[config.mk]
export PLATFORM = sky130hd
export DESIGN_NAME = orb_descriptor_reader
export DESIGN_NICKNAME = d
export VERILOG_FILES = /design/src/rtl/orb_descriptor_reader.sv
export SDC_FILE = /design/constraint.sdc
export NUM_CORES = 1
export LEC_CHECK = 0
export ABC_AREA = 1
export CAP_MARGIN = 30
export CORE_MARGIN = 3
export CORE_UTILIZATION = 55
export DETAILED_ROUTE_END_ITERATION = 7
export GPL_TIMING_DRIVEN = 0
export MAX_ROUTING_LAYER = met4
export PLACE_DENSITY = 0.86
export SETUP_SLACK_MARGIN = 0.05
export SYNTH_ARGS = -nofsm -noshare
export SYNTH_HDL_FRONTEND = slang
export SYNTH_SLANG_ARGS = --single-unit
[constraint.sdc]
create_clock -name clk -period 16.7 [get_ports clk]
set_clock_uncertainty 0.15 [all_clocks]
set_input_delay 1.67 -clock clk [delete_from_list [all_inputs] [get_ports clk]]
set_output_delay 1.67 -clock clk [all_outputs]
set_load 0.01 [all_outputs]
[src/rtl/orb_descriptor_reader.sv]
// rtl/orb_descriptor_reader.sv - ORB descriptor drain and 32-bit word stream serialiser
//
// Pops one descriptor at a time from the upstream FIFO and emits it as a
// 9-word packet: a coordinate header {y, x} followed by the 256-bit
// descriptor, least-significant word first. Corners reported upstream are
// counted against descriptors read; once the frame has ended and both counts
// agree, a single trailer word {16'hFFFF, descriptor_count} is emitted.
//
// Ports:
//   clk, reset                   clock, asynchronous active-high reset
//   in_begin_frame_reset         clears frame counters and frame-end flag
//   in_corner_count_increment    one more descriptor is owed this frame
//   in_frame_end                 frame pixels exhausted
//   in_valid, in_descriptor,
//   in_feature_x, in_feature_y   head of the upstream descriptor FIFO
//   out_consume                  pop strobe for the upstream FIFO
//   out_word, out_valid,
//   out_last, in_ready           downstream word stream
//   out_busy                     a packet or trailer is in flight
//   out_descriptor_count         descriptors read in the current frame

module orb_descriptor_reader #(
  parameter int COORD_BITS = 11,
  parameter int COUNT_BITS = 16
) (
  input  logic                  clk,
  input  logic                  reset,
  input  logic                  in_begin_frame_reset,
  input  logic                  in_corner_count_increment,
  input  logic                  in_frame_end,
  input  logic                  in_valid,
  input  logic [255:0]          in_descriptor,
  input  logic [COORD_BITS-1:0] in_feature_x,
  input  logic [COORD_BITS-1:0] in_feature_y,
  output logic                  out_consume,
  output logic [31:0]           out_word,
  output logic                  out_valid,
  output logic                  out_last,
  input  logic                  in_ready,
  output logic                  out_busy,
  output logic [COUNT_BITS-1:0] out_descriptor_count
);

  typedef enum logic [1:0] {
    IDLE,
    HEADER,
    DESC,
    TRAILER
  } state_t;

  state_t                state;
  state_t                state_next;
  logic [2:0]            word_idx;
  logic [2:0]            word_idx_next;
  logic [255:0]          held_descriptor;
  logic [COORD_BITS-1:0] held_x;
  logic [COORD_BITS-1:0] held_y;
  logic [COUNT_BITS-1:0] corner_count;
  logic [COUNT_BITS-1:0] descriptor_count;
  logic                  frame_end_seen;

  logic                  trailer_due;
  logic                  capture;
  logic                  trailer_done;
  logic [15:0]           x_ext;
  logic [15:0]           y_ext;
  logic [15:0]           count_ext;

  assign trailer_due = frame_end_seen && (corner_count == descriptor_count);

  // Zero extension done through variables so that COORD_BITS/COUNT_BITS up to
  // 16 never produce a zero-width replication.
  always_comb begin
    x_ext = '0;
    y_ext = '0;
    count_ext = '0;
    x_ext[COORD_BITS-1:0] = held_x;
    y_ext[COORD_BITS-1:0] = held_y;
    count_ext[COUNT_BITS-1:0] = descriptor_count;
  end

  always_comb begin
    state_next    = state;
    word_idx_next = word_idx;
    out_consume   = 1'b0;
    out_valid     = 1'b0;
    out_last      = 1'b0;
    out_word      = 32'd0;
    capture       = 1'b0;
    trailer_done  = 1'b0;
    case (state)
      IDLE: begin
        // The trailer check wins so a pending descriptor from the next frame
        // cannot slip in ahead of the current frame's trailer.
        if (trailer_due) begin
          state_next = TRAILER;
        end else if (in_valid) begin
          out_consume = 1'b1;
          capture     = 1'b1;
          state_next  = HEADER;
        end
      end
      HEADER: begin
        out_valid = 1'b1;
        out_word  = {y_ext, x_ext};
        if (in_ready) begin
          word_idx_next = 3'd0;
          state_next    = DESC;
        end
      end
      DESC: begin
        out_valid = 1'b1;
        out_word  = held_descriptor[{word_idx, 5'b00000} +: 32];
        out_last  = (word_idx == 3'd7);
        if (in_ready) begin
          word_idx_next = word_idx + 3'd1;
          if (word_idx == 3'd7) begin
            state_next = IDLE;
          end
        end
      end
      TRAILER: begin
        out_valid = 1'b1;
        out_last  = 1'b1;
        out_word  = {16'hFFFF, count_ext};
        if (in_ready) begin
          trailer_done = 1'b1;
          state_next   = IDLE;
        end
      end
      default: begin
        state_next = IDLE;
      end
    endcase
  end

  always_ff @(posedge clk or posedge reset) begin
    if (reset) begin
      state           <= IDLE;
      word_idx        <= 3'd0;
      held_descriptor <= '0;
      held_x          <= '0;
      held_y          <= '0;
    end else begin
      state    <= state_next;
      word_idx <= word_idx_next;
      if (capture) begin
        held_descriptor <= in_descriptor;
        held_x          <= in_feature_x;
        held_y          <= in_feature_y;
      end
    end
  end

  // A frame reset clears counters but leaves the holding registers alone, so
  // an in-flight packet (including one captured this very cycle) completes.
  always_ff @(posedge clk or posedge reset) begin
    if (reset) begin
      corner_count     <= '0;
      descriptor_count <= '0;
      frame_end_seen   <= 1'b0;
    end else if (in_begin_frame_reset) begin
      corner_count     <= '0;
      descriptor_count <= '0;
      frame_end_seen   <= 1'b0;
    end else begin
      if (in_corner_count_increment) begin
        corner_count <= corner_count + COUNT_BITS'(1);
      end
      if (capture) begin
        descriptor_count <= descriptor_count + COUNT_BITS'(1);
      end
      // A fresh frame end must not be lost if it lands on a trailer transfer.
      if (in_frame_end) begin
        frame_end_seen <= 1'b1;
      end else if (trailer_done) begin
        frame_end_seen <= 1'b0;
      end
    end
  end

  assign out_busy             = (state != IDLE);
  assign out_descriptor_count = descriptor_count;

endmodule

### Word-level counts from Yosys, hierarchy flattened

Cells that the tools add are included.

* bits in registers: 316
* input bits: 285
* output and inout port bits: 52

* add/subtract/negate cells: 3
* equality and inequality tests: 10
* shift-type cells: 1
* muxes and demuxes: 25
* reductions and logical operators: 10

Operator list (number)
* $shiftx 256x9->32: 1
* $pmux 32 s3: 1
* $mux 16: 4
* $add 16x1->16 const B: 2
* $eq 16x16->1: 1
* $mux 2: 6
* $mux 1: 9
* $ne 2x2->1 const B: 4
* $pmux 2 s4: 1
* $reduce_bool 2->1: 4
* $mux 3: 2
* $pmux 3 s2: 1
* $reduce_and 5->1: 1
* $eq 2x2->1 const B: 2
* $add 3x1->3 const B: 1
* $eq 3x3->1 const B: 1
* $ne 3x3->1 const B: 1
* $reduce_and 3->1: 1
* $reduce_bool 3->1: 1
* $reduce_or 3->1: 1
* $eq 2x1->1 const B: 1
* $logic_not 2->1: 1
* $pmux 1 s2: 1
* $logic_and 1x1->1: 1

### Longest topological paths before layout

Gate-level depths: netlist of the first run.

* word-level depth: 6
* gate-level depth with buffers: 14

### Worst setup path before layout of the first run

No wires, ideal clock.

* kind: input -> output
* from: input port in_valid
* to: output port out_consume
* arrival: 2.454 ns
* required time: 14.880 ns
* setup slack: 12.426 ns
* stages on the path: 6
* buffers on the path: 2
* cell sequence: inv_1 -> nor2_2 -> nand2_1 -> inv_2 -> buf_2 -> buf_2

* cells in the longest elaborated chain, start to end: 3

Ends and longest elaborated chain
* start, declared: line 31 `input logic in_valid,`
* $mux 1: line 97 `end else if (in_valid) begin`
* $mux 1: line 95 `if (trailer_due) begin`
* $mux 1: line 91 `case (state)`
* end, declared: line 35 `output logic out_consume,`

Every way passes these cells.

### Worst setup path in the final report of the first run

* from: register word_idx[0]
* to: output port out_word[15]

* cells in the longest elaborated chain, start to end: 2

Ends and longest elaborated chain
* start, declared: line 53 `logic [2:0] word_idx;`
* start signal, assigned: line 146 `word_idx <= word_idx_next;`
* $shiftx 256x9->32: line 113 `out_word = held_descriptor[{word_idx, 5'b00000} +: 32];`
* $pmux 32 s3: line 91
* end, declared: line 36 `output logic [31:0] out_word,`

Every way passes these cells.

==> results of run 1 <==
-- cell families after synthesis --
logic type      synth area share [%]
simple gates                    26.5
fa+ha+maj                      0.320
flops                           50.6
xor+xnor                       0.785
buf+inv                         8.12
compound gates                  13.7
-- registers in the layout, indices dropped and copies added, names as in the netlist --
signal,cells
held_x,11
held_descriptor,256
frame_end_seen,1
state,2
word_idx,3
held_y,11
out_descriptor_count,16
corner_count,16
-- final cells by class --
type | instances | area, um2 | area share (%)
flip-flops and latches | 316 | 7910 | 38.3
multi-input cells | 1471 | 6440 | 31.2
repair buffers | 337 | 3410 | 16.5
clock buffers | 50 | 1000 | 4.86
plain buffers | 132 | 706 | 3.42
inverters | 150 | 571 | 2.77
well taps | 378 | 473 | 2.29
clock inverters | 12 | 111 | 0.540
diodes | 4 | 10.0 | 0.0485
-- synthesized netlist by cell type (all sizes together) --
master,n
nor3,9
buf,66
inv,148
a31oi,5
xor2,14
clkinv,2
o22ai,2
o21ai,242
nand3,71
nor2,113
a21oi,84
o31ai,1
o221ai,11
dfrtp,316
o211ai,47
ha,4
nand4,19
nand2,848
clkbuf,66
nand3b,1
-- metal layers --
metal  up-vias  GRT usage (%)
li1       7355              -
met1      7792           51.0
met2      1145           64.8
met3       242           7.51
met4         0           21.9
met5         -              -
-- power by group through the flow --
stage                     combinational, uW  clock, uW  sequential, uW
after global routing                   1600        794            1280
after global placement                 1380          0            1240
after CTS                              1440        761            1240
after floorplan                         842          0            1210
after detailed placement               1410          0            1250
final                                  1480        765            1250
-- worst register-to-register path, stage by stage, from the launching register on --
cell,delay (ns)
dfrtp_1,0.54
inv_1,0.21
nand2_1,0.20
nand2_1,0.07
nor2_1,0.11
nand2_1,0.06
nor2_1,0.08
nand3_1,0.20
nand2_1,0.18
inv_2,0.12
buf_2,0.25
buf_2,0.22
nand2_1,0.18
nand2_1,0.08
-- per-stage QoR --
stage / hold WS (ns) / worst slack [ns] / power, uW / cells
2_1_floorplan: 0.294 / 6.14 / 2050 / 2069
3_3_place_gp: 0.306 / 2.50 / 2620 / 2782
3_5_place_dp: 0.310 / 10.87 / 2670 / 2784
4_1_cts: 0.326 / 10.86 / 3440 / 2846
5_1_grt: 0.347 / 10.77 / 3670 / 2848
6_report: 0.324 / 10.82 / 3490 / 2850
-- worst min-delay path by stage --
stage | startpoint | to | slack [ns] | depth (start not counted)
2_1_floorplan | held_descriptor[13] | held_descriptor[13] | 0.29 | 2
3_3_place_gp | held_descriptor[146] | held_descriptor[146] | 0.31 | 2
3_5_place_dp | held_descriptor[35] | held_descriptor[35] | 0.31 | 2
4_1_cts | held_descriptor[233] | held_descriptor[233] | 0.33 | 2
5_1_grt | held_descriptor[215] | held_descriptor[215] | 0.35 | 2
6_report | held_descriptor[70] | held_descriptor[70] | 0.32 | 2
==> results.sh, run 1 <==
export IMPL_status="completed"
export IMPL_fin_nets=2732
export IMPL_yosysSeqAreaShare_pct=50.6
export IMPL_die_w_um=175
export IMPL_layout_cells_most_common="nand2_1"
export IMPL_clkPwrFrac_pct=21.9
export IMPL_grt_ovfl_total=0
export IMPL_drc=0
export IMPL_layout_min_cycle_time_ns=5.88
export IMPL_slew_violations=0
export IMPL_synth_top_area_share_pct=50.6
export IMPL_power_leakage_uw=0.00988
export IMPL_r2r_start="out_descriptor_count[3]"
export IMPL_start_util_pct=56.1
export IMPL_tightest_slew_ns=0.859
export IMPL_final_area_mm2=0.0206
export IMPL_most_common_layout_cells="nand2_1 (848), clkdlybuf4s50_1 (335), dfrtp_1 (316)"
export IMPL_wl_met1_mm=23.3
export IMPL_cts_num_sinks=316
export IMPL_power_density_mw_per_mm2=169
export IMPL_io_buffers=335
export IMPL_drive_gt1_share_pct=5.19
export IMPL_grt_pass1_wl_mm=93.7
export IMPL_reg2reg_to="held_x[10]"
export IMPL_final_antenna_net_count=0
export IMPL_dp_hpwl_mm=46.8
export IMPL_slowest_stage="clkdlybuf4s50_1"
export IMPL_yosys_warnings=0
export IMPL_num_fill_cells=2106
export IMPL_p_switching_uw=1450
export IMPL_cts_setup_buffers=0
export IMPL_met2_length_mm=28.9
export IMPL_syn_area_per_cell_um2=7.55
export IMPL_met3_length_mm=6.13
export IMPL_dpl_instance_area_mm2=0.0195
export IMPL_drtIter0Drc=2169
export IMPL_crit_family="buffers and inverters"
export IMPL_peakVddDrop_mv=0.111
export IMPL_synth_seq_cells=316
export IMPL_regToRegSetupSlack_ns=13.91
export IMPL_finalSetupViolCount=0
export IMPL_drt_pass1_iter_count=8
export IMPL_tns_ns=0
export IMPL_cts_repair_resized=0
export IMPL_netlist_area_mm2=0.0156
export IMPL_hold_buffers=0
export IMPL_floorplan_rows=61
export IMPL_internal_power_uw=2050
export IMPL_grt_setup_unrepaired="false"
export IMPL_start_kind="flop"
export IMPL_wire_per_inst_um=21.8
export IMPL_crit_end="out_word[15]"
export IMPL_timing_final_crit_share_pct=35.2
export IMPL_path_buf_inv=4
export IMPL_cp_end_kind="primary output"
export IMPL_synthTopCellsByArea="dfrtp_1 (51%), nand2_1 (20%), o21ai_0 (7.4%)"
export IMPL_rr_worst_depth=13
export IMPL_antenna_found_initial=2
export IMPL_die_h_um=175
export IMPL_placeableCoreArea_mm2=0.0279
export IMPL_startpoint="word_idx[0]"
export IMPL_cts_max_level=2
export IMPL_fmax_mhz=170
export IMPL_yosysTopAreaCell="dfrtp_1"
export IMPL_grt_max_degree=136
export IMPL_die_area_mm2=0.0305
export IMPL_switching_share_pct=41.4
export IMPL_power_frac_comb_pct=42.3
export IMPL_hold_viol_final=0
export IMPL_dr_total_vias=16500
export IMPL_insertion_delay_ns=0.53
export IMPL_worstPathMaxFanout=10
export IMPL_drt_wl_total_mm=62.2
export IMPL_sequentialPowerShare_pct=35.8
export IMPL_cts_buffers=35
export IMPL_cts_tree="built"
export IMPL_first_global_vias=16500
export IMPL_areaGrowthSynthToFinish_pct=32.1
export IMPL_cp_required_ns=14.88
export IMPL_clk_pin_slew_ns=0.06
export IMPL_syn_instance_count=2069
export IMPL_cp_depth=8
export IMPL_maxUsedRoutingLayer="met4"
export IMPL_drv_cap=0
export IMPL_ys_types=27
export IMPL_clock_path_buffers=3
export IMPL_crit_arrival_ns=4.06
export IMPL_place_gp_congestion=1.01
export IMPL_syn_nets=2358
export IMPL_num_io_pins=337
export IMPL_crit_path_cell_trace="clkbuf_1 -> clkbuf_1 -> clkbuf_1 -> o21ai_0 -> o21ai_0 -> o211ai_1 -> o21ai_0 -> clkdlybuf4s50_1"
export IMPL_gr_usage_all_layers_pct=41.2
export IMPL_hp_class="flop to flop"
export IMPL_worstSetupPathType="flop to primary output"
export IMPL_viasPerCell=5.80
export IMPL_final_util_pct=74.1
export IMPL_max_stage_delay_ns=0.63
export IMPL_cts_root_buf="clkbuf_16"
export IMPL_slew_headroom_pct=42.7
No activity file was read; power rests on OpenSTA's default activity.
==> run 2: changes to the inputs <==
Settings changed: CORE_UTILIZATION 55 to 47, PLACE_DENSITY 0.86 to 0.78.
Clock period 16.7 ns to 4.8 ns, I/O delays scaled along.
==> run 2 against run 1 <==
Combinational power grew to 3.5 times the previous value; first-iteration DRC count is 23% lower; core utilization is 10 points lower; power grew to 3.5 times the previous value; routed wire length is 0.38% higher; final cell count is 2.3% higher; sequential share of layout area is 0.37 points lower; flip-flop and latch count stayed put; via count is 2.1% lower; highest routed layer unchanged.
==> results.sh, run 2 (synthesis gave the netlist of run 1 again) <==
export IMPL_cts_root_buf="clkbuf_16"
export IMPL_worstSetupPathType="flop to primary output"
export IMPL_status="completed"
export IMPL_areaGrowthSynthToFinish_pct=33.4
export IMPL_startpoint="word_idx[0]"
export IMPL_dr_total_vias=16200
export IMPL_gr_usage_all_layers_pct=35.8
export IMPL_clock_path_buffers=3
export IMPL_drive_gt1_share_pct=5.30
export IMPL_placeableCoreArea_mm2=0.0326
export IMPL_worstPathMaxFanout=10
export IMPL_drtIter0Drc=1662
export IMPL_cts_tree="built"
export IMPL_start_kind="flop"
export IMPL_drv_cap=0
export IMPL_grt_pass1_wl_mm=94.8
export IMPL_timing_final_crit_share_pct=95.6
export IMPL_place_gp_congestion=1.02
export IMPL_cts_repair_resized=0
export IMPL_largest_reg_flops=256
export IMPL_hold_viol_final=0
export IMPL_antenna_found_initial=3
export IMPL_drt_wl_total_mm=62.4
export IMPL_max_stage_delay_ns=0.62
export IMPL_cp_required_ns=4.17
export IMPL_finalSetupViolCount=0
export IMPL_cp_end_kind="primary output"
export IMPL_clk_pin_slew_ns=0.06
export IMPL_crit_path_cell_trace="clkbuf_1 -> clkbuf_1 -> clkbuf_1 -> o21ai_0 -> o21ai_0 -> o211ai_1 -> o21ai_0 -> clkdlybuf4s50_1"
export IMPL_fmax_mhz=218
export IMPL_fin_nets=2740
export IMPL_die_w_um=188
export IMPL_cts_max_level=2
export IMPL_first_global_vias=16200
export IMPL_cts_num_sinks=316
export IMPL_dp_hpwl_mm=48.2
export IMPL_dpl_instance_area_mm2=0.0197
export IMPL_peakVddDrop_mv=0.299
export IMPL_io_buffers=335
export IMPL_wire_per_inst_um=21.4
export IMPL_tightest_slew_ns=0.814
export IMPL_num_io_pins=337
export IMPL_num_fill_cells=2814
export IMPL_floorplan_rows=66
export IMPL_final_antenna_net_count=0
export IMPL_multi_input_area_mm2=0.00644
export IMPL_cts_setup_buffers=0
export IMPL_grt_setup_unrepaired="false"
export IMPL_insertion_delay_ns=0.54
export IMPL_slew_headroom_pct=45.5
export IMPL_crit_arrival_ns=3.96
export IMPL_slowest_stage="clkdlybuf4s50_1"
export IMPL_drt_pass1_iter_count=6
export IMPL_die_h_um=188
export IMPL_hold_slack_ns=0.191
export IMPL_hold_buffers=0
export IMPL_die_area_mm2=0.0355
export IMPL_cts_buffers=37
export IMPL_power_density_mw_per_mm2=584
export IMPL_layout_cells_most_common="nand2_1"
export IMPL_top_register="held_descriptor"
export IMPL_drc=0
export IMPL_slew_violations=0
export IMPL_power_leakage_uw=0.00994
export IMPL_grt_ovfl_total=0
export IMPL_viasPerCell=5.55
export IMPL_final_area_mm2=0.0208
export IMPL_hp_class="input port to async pin"
export IMPL_start_util_pct=47.9
export IMPL_grt_max_degree=44
export IMPL_most_common_layout_cells="nand2_1 (848), clkdlybuf4s50_1 (335), dfrtp_1 (316)"
export IMPL_regArea_mm2=0.00791
export IMPL_layout_min_cycle_time_ns=4.59
export IMPL_r2r_start="state[0]"
-- run 2: through the flow --
stage | utilization (%) | power [uW] | setup TNS, ns | cells | setup slack [ns]
3_5_place_dp | 60.4 | 9330 | 0 | 2854 | 0.964
2_1_floorplan | - | 7130 | -12.91 | 2069 | -0.0408
4_1_cts | 63.8 | 12100 | 0 | 2913 | 0.373
6_report | 63.9 | 12200 | 0 | 2916 | 0.213
3_3_place_gp | 59.9 | 9190 | -716.10 | 2846 | -2.31
5_1_grt | 63.9 | 12900 | 0 | 2916 | 0.0800
-- run 2: layout make-up --
| type | instances | share of cell area, % |
|---|---|---|
| inverter | 150 | 2.72 |
| timing repair buffer | 343 | 16.9 |
| multi-input combinational | 1471 | 30.9 |
| antenna | 3 | 0.0360 |
| clock buffer | 50 | 4.87 |
| sequential | 316 | 38.0 |
| buffer | 132 | 3.39 |
| clock inverter | 9 | 0.595 |
| tap | 442 | 2.65 |
-- run 2: path summary, 6_finish.rpt --
path                                         to  slack (ns)  cells past startpoint
setup / recovery                   out_word[13]        0.21                      8
hold / removal             held_descriptor[181]        0.19                      2
setup reg to reg            held_descriptor[64]        2.08                     10
hold reg to reg            held_descriptor[146]        0.32                      2
max in group asynchronous    held_descriptor[4]        2.65                      7
min in group clk                corner_count[1]        0.26                      3
-- run 2: power by group --
part	switching (uW)	internal, uW
clock network	1120	1590
registers	551	3800
logic	3300	1810
total	4970	7200
-- run 2: metal layers --
layer | GRT usage [%] | part of all wire [%] | vias to the layer above
met5 | - | 0 | -
met3 | 7.46 | 10 | 211
met1 | 46.3 | 39 | 7650
met4 | 16.2 | 5.4 | 0
met2 | 54.7 | 45 | 963
li1 | - | - | 7359
-- run 2: critical path, delay by kind of cell, from the launching register on --
family	cells	cell delay, ns
buf+inv	4	2.03
compound gates	4	1.02
flops	1	0.35
==> run 3: changes to the inputs <==
Settings changed: CELL_PAD_IN_SITES_DETAIL_PLACEMENT set to 1, CELL_PAD_IN_SITES_GLOBAL_PLACEMENT set to 1, CORE_UTILIZATION 47 to 33, PLACE_DENSITY 0.78 to unset, PLACE_DENSITY_LB_ADDON set to 0.1.
==> run 3 against run 2 <==
Sequential power about the same; power increased by 4.3%; flip-flop and latch count unchanged; combinational power is 2% higher; register-to-register slack got worse by 0.09 ns; sequential share of layout area down 0.74 points; die area increased by 41%; final cell count grew 6.0%; critical path depth did not move; non-clock buffer count unchanged; critical endpoint is now out_word[11]; core utilization down 18 points; first-iteration DRC count is 41% lower.
==> results.sh, run 3 (synthesis gave the netlist of run 1 again) <==
export IMPL_status="completed"
export IMPL_cts_num_sinks=316
export IMPL_clk_pin_slew_ns=0.06
export IMPL_floorplan_rows=79
export IMPL_fmax_mhz=221
export IMPL_cts_buffers=39
export IMPL_start_util_pct=33.5
export IMPL_io_buffers=335
export IMPL_gr_usage_all_layers_pct=28.9
export IMPL_cts_max_level=2
export IMPL_wire_per_inst_um=22.7
export IMPL_drt_wl_total_mm=70.3
export IMPL_areaGrowthSynthToFinish_pct=36.1
export IMPL_tns_ns=0
export IMPL_drc=0
export IMPL_cp_end_kind="primary output"
export IMPL_cts_root_buf="clkbuf_16"
export IMPL_hp_class="input port to async pin"
export IMPL_fin_nets=2742
export IMPL_dpl_instance_area_mm2=0.0199
export IMPL_most_common_layout_cells="nand2_1 (848), clkdlybuf4s50_1 (335), dfrtp_1 (316)"
export IMPL_drv_cap=0
export IMPL_die_h_um=224
export IMPL_dp_hpwl_mm=55.5
export IMPL_insertion_delay_ns=0.57
export IMPL_first_global_vias=16900
export IMPL_layout_cells_most_common="nand2_1"
export IMPL_top_register="held_descriptor"
export IMPL_slew_headroom_pct=41.1
export IMPL_placeableCoreArea_mm2=0.0467
export IMPL_timing_final_crit_share_pct=94.1
export IMPL_grt_max_degree=42
export IMPL_grt_ovfl_total=0
export IMPL_cts_setup_buffers=0
export IMPL_cts_repair_resized=0
export IMPL_layout_min_cycle_time_ns=4.52
export IMPL_drt_pass1_iter_count=5
export IMPL_crit_arrival_ns=3.89
export IMPL_final_area_mm2=0.0213
export IMPL_cp_required_ns=4.17
export IMPL_peakVddDrop_mv=0.244
export IMPL_largest_reg_flops=256
export IMPL_finalPower_uw=12700
export IMPL_dr_total_vias=15800
export IMPL_cts_tree="built"
export IMPL_clock_path_buffers=3
export IMPL_num_io_pins=337
export IMPL_drive_gt1_share_pct=5.72
export IMPL_finalSetupViolCount=0
export IMPL_worstPathMaxFanout=10
export IMPL_viasPerCell=5.10
export IMPL_slew_violations=0
export IMPL_worstSetupPathType="flop to primary output"
export IMPL_die_area_mm2=0.0500
export IMPL_drtIter0Drc=980
export IMPL_grt_pass1_wl_mm=105
export IMPL_antenna_found_initial=4
export IMPL_hold_viol_final=0
export IMPL_power_leakage_uw=0.0101
export IMPL_power_density_mw_per_mm2=597
export IMPL_die_w_um=224
export IMPL_hold_buffers=0
export IMPL_final_antenna_net_count=0
export IMPL_grt_setup_unrepaired="false"
export IMPL_tightest_slew_ns=0.880
export IMPL_place_gp_congestion=0.927
export IMPL_start_kind="flop"
## run 3: power breakdown
| part | leakage (uW) | switching (uW) | internal [uW] | total, uW |
|---|---|---|---|---|
| combinational | 0.00542 | 3400 | 1820 | 5210 |
| clock | 0.000663 | 1220 | 1900 | 3120 |
| sequential | 0.00397 | 558 | 3800 | 4360 |
## run 3: metrics by stage
step	hold WS (ns)	worst slack [ns]	utilization [%]	instances
floorplan	0.294	-0.0408	-	2069
global placement	0.307	-2.61	42.3	3011
detailed placement	0.310	0.727	42.6	3019
CTS	0.198	0.0644	45.5	3088
global route	0.247	0.165	45.5	3092
finish	0.211	0.282	45.5	3092
## run 3: final timing paths
path                                           start                    to  slack (ns)  cells past startpoint
min in group clk           in_corner_count_increment      corner_count[14]        0.22                      3
hold reg to reg                 held_descriptor[233]  held_descriptor[233]        0.33                      2
setup reg to reg             out_descriptor_count[0]   held_descriptor[66]        1.99                     13
hold / removal                                 reset  held_descriptor[177]        0.21                      2
max in group asynchronous                      reset   held_descriptor[99]        2.84                      6
setup / recovery                         word_idx[0]          out_word[11]        0.28                      8
## run 3: cell type report
cell class                      count  area, um2
Clock inverter                      8        134
Buffer                            132        707
Inverter                          150        567
Antenna cell                        4       10.0
Sequential cell                   316       7910
Fill cell                        5731      25400
Clock buffer                       61       1210
Timing Repair Buffer              343       3510
Tap cell                          607        759
Multi-Input combinational cell   1471       6440
## run 3: per-layer routing
| metal | share of wire (%) | track usage, % |
|---|---|---|
| met1 | 43 | 36.4 |
| met2 | 48 | 47.2 |
| met3 | 5.3 | 4.61 |
| met4 | 3.9 | 10.7 |
| met5 | 0 | - |
## run 3: worst max-delay path, cell delays in order (launching register included)
cell and delay [ns]:
dfrtp_1 0.35, clkbuf_1 0.26, clkbuf_2 0.38, clkbuf_1 0.59, o21ai_0 0.26, o211ai_1 0.33
o211ai_1 0.18, o21ai_0 0.30, clkdlybuf4s50_1 0.65
